## config.mk

```make
export PLATFORM = sky130hd
export DESIGN_NAME = pc_ctrl_seq
export DESIGN_NICKNAME = d
export VERILOG_FILES = /design/src/rtl/pc_ctrl_seq.sv
export SDC_FILE = /design/constraint.sdc
export NUM_CORES = 1
export LEC_CHECK = 0
export BUFFER_PORTS_ARGS = -buffer_cell sky130_fd_sc_hd__clkbuf_2
export CORE_ASPECT_RATIO = 0.75
export CORE_MARGIN = 1.5
export CORE_UTILIZATION = 45
export DETAILED_ROUTE_END_ITERATION = 12
export PLACE_DENSITY = 0.79
export SETUP_SLACK_MARGIN = 0.1
export SLEW_MARGIN = 10
export SYNTH_ARGS = -nofsm -noshare
export SYNTH_HDL_FRONTEND = slang
export SYNTH_SLANG_ARGS = --single-unit
export TNS_END_PERCENT = 20
```

## constraint.sdc

```tcl
create_clock -name clk -period 3.2 [get_ports clk]
set_input_delay 0.16 -clock clk [delete_from_list [all_inputs] [get_ports clk]]
set_output_delay 0.16 -clock clk [all_outputs]
set_load 0.02 [all_outputs]
```

## src/rtl/pc_ctrl_seq.sv

```systemverilog
// Purpose : four-phase sequencer owning the PC; decodes ir into registered datapath controls.
// Latency : 4 cycles per instruction (FETCH, DECODE, EXEC, WB); new pc visible the cycle after WB.
// Backpr. : none; free-running until MAX_INSNS retire, then parks in HALT until rst.
//
// Ports:
//   clk, rst          clock, synchronous active-high reset
//   ins               fetched instruction for the current pc (combinational from yIF)
//   imm, jTarget      sign-extended immediate and jump field from yID
//   zero              ALU zero flag from yEX, sampled at end of EXEC
//   pc, ir            current PC and latched instruction
//   RegWrite/MemWrite write strobes, high only during WB
//   ALUSrc, MemRead, Mem2Reg, op   datapath selects and ALU operation
//   phase             0 FETCH, 1 DECODE, 2 EXEC, 3 WB (HALT reads 0)
//   insCount, halted  retired count (saturating) and halt flag
module pc_ctrl_seq #(
  parameter logic [31:0] ENTRY     = 32'h28,
  parameter int          MAX_INSNS = 43
) (
  input  logic        clk,
  input  logic        rst,
  input  logic [31:0] ins,
  input  logic [31:0] imm,
  input  logic [25:0] jTarget,
  input  logic        zero,
  output logic [31:0] pc,
  output logic [31:0] ir,
  output logic        RegWrite,
  output logic        MemWrite,
  output logic        ALUSrc,
  output logic        MemRead,
  output logic        Mem2Reg,
  output logic [2:0]  op,
  output logic [1:0]  phase,
  output logic [15:0] insCount,
  output logic        halted
);

  typedef enum logic [2:0] {
    S_FETCH  = 3'd0,
    S_DECODE = 3'd1,
    S_EXEC   = 3'd2,
    S_WB     = 3'd3,
    S_HALT   = 3'd4
  } state_t;

  localparam logic [15:0] MAX_CNT = 16'(MAX_INSNS);

  state_t state;

  // Write intents captured at DECODE; only exposed on the strobes during WB.
  logic wr_reg_q, wr_mem_q;
  logic is_beq_q, is_jal_q, zero_q;

  // Combinational decode of the latched instruction
  logic       dec_regwrite, dec_memwrite, dec_alusrc, dec_memread, dec_mem2reg;
  logic       dec_beq, dec_jal;
  logic [2:0] dec_op;

  always_comb begin
    dec_regwrite = 1'b0;
    dec_memwrite = 1'b0;
    dec_alusrc   = 1'b1;
    dec_op       = 3'b010;
    dec_memread  = 1'b0;
    dec_mem2reg  = 1'b0;
    dec_beq      = 1'b0;
    dec_jal      = 1'b0;
    case (ir[6:0])
      7'h33: begin
        dec_regwrite = 1'b1;
        dec_alusrc   = 1'b0;
        if (ir[14:12] == 3'b111)                  dec_op = 3'b000;
        else if (ir[14:12] == 3'b110)             dec_op = 3'b001;
        else if (ir[14:12] == 3'b000 && ir[30])   dec_op = 3'b110;
        else                                      dec_op = 3'b010;
      end
      7'h13: dec_regwrite = 1'b1;
      7'h03: begin
        dec_regwrite = 1'b1;
        dec_memread  = 1'b1;
        dec_mem2reg  = 1'b1;
      end
      7'h23: dec_memwrite = 1'b1;
      7'h63: begin
        dec_alusrc = 1'b0;
        dec_op     = 3'b110;
        // only funct3 000 redirects; other branch flavours fall through
        dec_beq    = (ir[14:12] == 3'b000);
      end
      7'h6F: dec_jal = 1'b1;
      default: ;
    endcase
  end

  // Next-PC arithmetic; bit 28 is always cleared on the new PC.
  logic [31:0] br_off, j_off, pc_off, pc_sum, pc_next;
  logic [15:0] cnt_inc;

  always_comb begin
    br_off = imm << 1;
    j_off  = {6'b0, jTarget} << 2;
    if (is_beq_q && zero_q) pc_off = br_off;
    else if (is_jal_q)      pc_off = j_off;
    else                    pc_off = 32'd4;
    pc_sum  = pc + pc_off;
    pc_next = {pc_sum[31:29], 1'b0, pc_sum[27:0]};
    cnt_inc = (insCount == 16'hFFFF) ? insCount : insCount + 16'd1;
  end

  always_ff @(posedge clk) begin
    if (rst) begin
      state    <= S_FETCH;
      pc       <= ENTRY;
      ir       <= 32'd0;
      phase    <= 2'd0;
      insCount <= 16'd0;
      halted   <= 1'b0;
      RegWrite <= 1'b0;
      MemWrite <= 1'b0;
      ALUSrc   <= 1'b1;
      op       <= 3'b010;
      MemRead  <= 1'b0;
      Mem2Reg  <= 1'b0;
      wr_reg_q <= 1'b0;
      wr_mem_q <= 1'b0;
      is_beq_q <= 1'b0;
      is_jal_q <= 1'b0;
      zero_q   <= 1'b0;
    end else begin
      case (state)
        S_FETCH: begin
          ir    <= ins;
          state <= S_DECODE;
          phase <= 2'd1;
        end
        S_DECODE: begin
          ALUSrc   <= dec_alusrc;
          op       <= dec_op;
          MemRead  <= dec_memread;
          Mem2Reg  <= dec_mem2reg;
          wr_reg_q <= dec_regwrite;
          wr_mem_q <= dec_memwrite;
          is_beq_q <= dec_beq;
          is_jal_q <= dec_jal;
          state    <= S_EXEC;
          phase    <= 2'd2;
        end
        S_EXEC: begin
          zero_q   <= zero;
          RegWrite <= wr_reg_q;
          MemWrite <= wr_mem_q;
          state    <= S_WB;
          phase    <= 2'd3;
        end
        S_WB: begin
          RegWrite <= 1'b0;
          MemWrite <= 1'b0;
          MemRead  <= 1'b0;
          pc       <= pc_next;
          insCount <= cnt_inc;
          phase    <= 2'd0;
          if (MAX_INSNS != 0 && cnt_inc == MAX_CNT) begin
            state  <= S_HALT;
            halted <= 1'b1;
          end else begin
            state  <= S_FETCH;
          end
        end
        S_HALT: begin
          // terminal: everything frozen, strobes already cleared on WB exit
          phase    <= 2'd0;
          RegWrite <= 1'b0;
          MemWrite <= 1'b0;
          MemRead  <= 1'b0;
        end
        default: begin
          state <= S_FETCH;
          phase <= 2'd0;
        end
      endcase
    end
  end

endmodule

```

==> impl_results.md <==
- WL final: 16400 µm
- Area leader, netlist: dfxtp_1
- Slew margin rel.: 0.306
- Site Rows: 35
- # hold bufs at CTS: 0
- Tmin final: between 3 and 4 ns
- Vias per cell: approximately 5.4
- Most common cell in the netlist: nand2_1
- Die width: between 100 and 150 µm
- Actual slew at the worst max-slew pin: roughly 1.0 ns
- Cell variety after synth: 60
- Worst Hold Class: input pin to flop
- Clk slew on worst S/H paths: around 0.08 ns
- CP Cell Sequence: and2_4, buf_6, nand2_1, nand2_1, ha_2, a21o_1, or3_4, o211ai_1, and2_4, o211ai_1, and3_1, o21ai_1, mux2_4
- Setup TNS: 0 ns
- Layout cells sized above 1: 0.257
- Largest net degree at the start of global routing: 94
- Flops & latches, synth: 97
- Slew Viols, Final: 0
- First-pass GRT wire length: ~26000 µm
- Number of max-cap violations: 0
- Final GP Congestion: approximately 0.9
- Top cell type's share of synthesized area: 0.330
- CP max stage cell: o211ai_1
- Vias in the first global route: roughly 5600
- Clock Skew: roughly 0.015 ns
- Grt ovf: 0
- Root Buffer: clkbuf_16
- Met1 Use GR: 0.335
- Met2 GRT Util: 0.370
- Pre-Repair DR Iteration Count: 4
- Crit end category: flop
- Die ar.: 0.0138 mm²
- Post-detail-place hpwl: around 12000 µm
- Sink Count: 97
- RSZ-0062 raised after global routing: yes
- Status: completed
- Mapped cell area: roughly 0.006 mm²
- Nets: 1096
- Crit path max fanout: 5
- # setup viols final: 0
- CP startpoint kind: flop
- Critical path class: flop to flop
- Num CTS Buffers: 9
- Vias post-DR: around 6200
- Buffers and inverters on the worst path: 1
- Leak: around 3.5 nW
- Cell count after synthesis: 801
- Fraction of registers with async set/reset: 0
- DP Area: 0.00697 mm²
- Post-synth EDFFs: 0
- Post-synth top cells: nand2_1 (178), dfxtp_1 (97), a21oi_1 (82), nor2_1 (60), nand3_1 (47)
- Residual DRC: 0
- Max VDD drop: between 200 and 300 µV
- CTS HTree Levels: 3
- Fmax: 330 MHz
- Grt met3 use: 0.0471
- Die Span Y: just over 100 µm
- Area Growth Syn to Fin: 25.2%
- Skew-Pair Late Insertion Delay: between 0.3 and 0.4 ns
- CTS tree: built
- All-Layer GR Usage: 0.235
- Routed Antenna Nets: 0
- Final hold violation count: 0
- Most used DFF post-synth: dfxtp_1
- Iter 0 DRT Violations: 369
- Design Area, Final: between 0.007 and 0.008 mm²
- Tcrit/Tclk final: 0.947
- Initial antenna violation count: 0
- GRT Max-Usage Layer: met2
- Initial Utilization: 0.469
- Diode count: 0
- Clock buffer depth: 2
- Crit path max-delay family: simple AND/OR/NAND/NOR gates
- Critical Path RT: around 3.4 ns
- Ports: 184
- Core box area: between 0.01 and 0.015 mm²
- Syn avg cell area: 7.34 µm²
- Crit-path max cell delay: 0.40 ns
- Average wire per standard cell: between 10 and 15 µm
- Synth top area cells: dfxtp_1 (33%), nand2_1 (11%), a21oi_1 (7.0%)
- Final Util: 0.587
- Port bufs: 180
- Power Density: 367 mW/mm²
- Yosys warnings: 0
- Sequential-to-total area share from yosys stat: 0.330
- Worst EP arrival: 3.26 ns
## path summary, 6_finish.rpt
check / from / end / slack, ns / cells after the start
min reg2reg: ir[21]$_SDFFE_PP0P_ / ir[21]$_SDFFE_PP0P_ / 0.45 / 2
max: is_beq_q$_SDFFE_PP0P_ / pc[31]$_SDFFE_PP0P_ / 0.17 / 13
max reg2reg: is_beq_q$_SDFFE_PP0P_ / pc[31]$_SDFFE_PP0P_ / 0.17 / 13
min: ins[19] / ir[19]$_SDFFE_PP0P_ / 0.03 / 3
## metrics by stage
step           cells  setup WS [ns]  hold WS [ns]  power, mW
6_report        1141          0.170        0.0299       2.70
3_3_place_gp    1122         0.0530         0.383       1.64
4_1_cts         1138         0.0900        0.0199       2.73
3_5_place_dp    1122        -0.0199         0.390       1.65
2_1_floorplan    802          0.197         0.296       1.51
5_1_grt         1141         0.0166        0.0308       2.82
## cells by family (layout without fill, tap and decap cells)
| family | after synthesis | count (layout) | share of synthesized area |
|---|---|---|---|
| AO/OA/AOI/OAI | 189 | 189 | 0.202 |
| AND/OR/NAND/NOR | 383 | 383 | 0.297 |
| flip-flops | 97 | 97 | 0.330 |
| buffers and inverters | 60 | 233 | 0.0411 |
| adder cells (fa/ha/maj) | 33 | 33 | 0.0715 |
| multiplexers | 3 | 3 | 0.00532 |
| other | 1 | 2 | 0.000638 |
| XOR/XNOR | 35 | 35 | 0.0521 |
## worst register-to-register path, cell delays in order (launching register included)
cell and delay (ns):
dfxtp_4 0.37, and2_4 0.19, buf_6 0.13, nand2_1 0.05, nand2_1 0.06, ha_2 0.17
a21o_1 0.20, or3_4 0.34, o211ai_1 0.40, and2_4 0.25, o211ai_1 0.10, and3_1 0.21
o21ai_1 0.16, mux2_4 0.31
## sequential cells by signal, indices dropped and copies added (netlist names)
signal and cells:
Mem2Reg 1, state 3, is_jal_q 1, phase 2, is_beq_q 1, ALUSrc 1, zero_q 1, halted 1
MemRead 1, wr_mem_q 1, wr_reg_q 1, op 3, pc 30, MemWrite 1, ir 32, insCount 16
RegWrite 1
## layout by cell type (no fill, tap or decap), types with 5 or more instances in the layout
| cell type | Yosys | layout |
|---|---|---|
| dfxtp_1 | 97 | 94 |
| xor2_1 | 16 | 16 |
| ha_1 | 32 | 29 |
| nand2b_1 | 7 | 7 |
| nor2b_1 | 5 | 5 |
| nand2_1 | 178 | 177 |
| clkbuf_2 | 3 | 179 |
| nand4_1 | 10 | 10 |
| a31oi_1 | 13 | 13 |
| o21a_1 | 6 | 6 |
| nand3_1 | 47 | 47 |
| a21o_1 | 13 | 13 |
| o21bai_1 | 6 | 6 |
| o21ai_0 | 23 | 22 |
| or3_1 | 8 | 7 |
| a211oi_1 | 7 | 7 |
| inv_1 | 10 | 10 |
| nor4_1 | 8 | 7 |
| nor3_1 | 23 | 22 |
| and2_1 | 7 | 5 |
| buf_4 | 2 | 26 |
| o211ai_1 | 6 | 6 |
| and3_1 | 13 | 13 |
| a21oi_1 | 82 | 80 |
| clkbuf_16 | 0 | 9 |
| xnor2_1 | 19 | 19 |
| nor2_1 | 60 | 60 |
## timing repair
item,CTS,global route
resized for setup,3,19
pin swaps,0,9
setup buffers,0,3
endpoints found under the setup margin,7,13
## routing by layer
metal / wire length (µm) / share of wire
met1: 8180 / 0.50
met2: 6920 / 0.42
met3: 1090 / 0.066
met4: 179 / 0.011
met5: 0 / 0
## power by group
part | switching (mW) | internal (mW)
registers | 0.0405 | 1.25
logic | 0.205 | 0.119
clock network | 0.517 | 0.566
total | 0.763 | 1.94
## cell type report
cell class	count	area, µm²
fillers	1229	5170
multi-input cells	645	3750
flip-flops and latches	97	1950
repair buffers	207	1110
clock buffers	10	239
well taps	166	208
clock inverters	6	58.8
inverters	10	37.5
No activity file was read; power rests on OpenSTA's default activity.
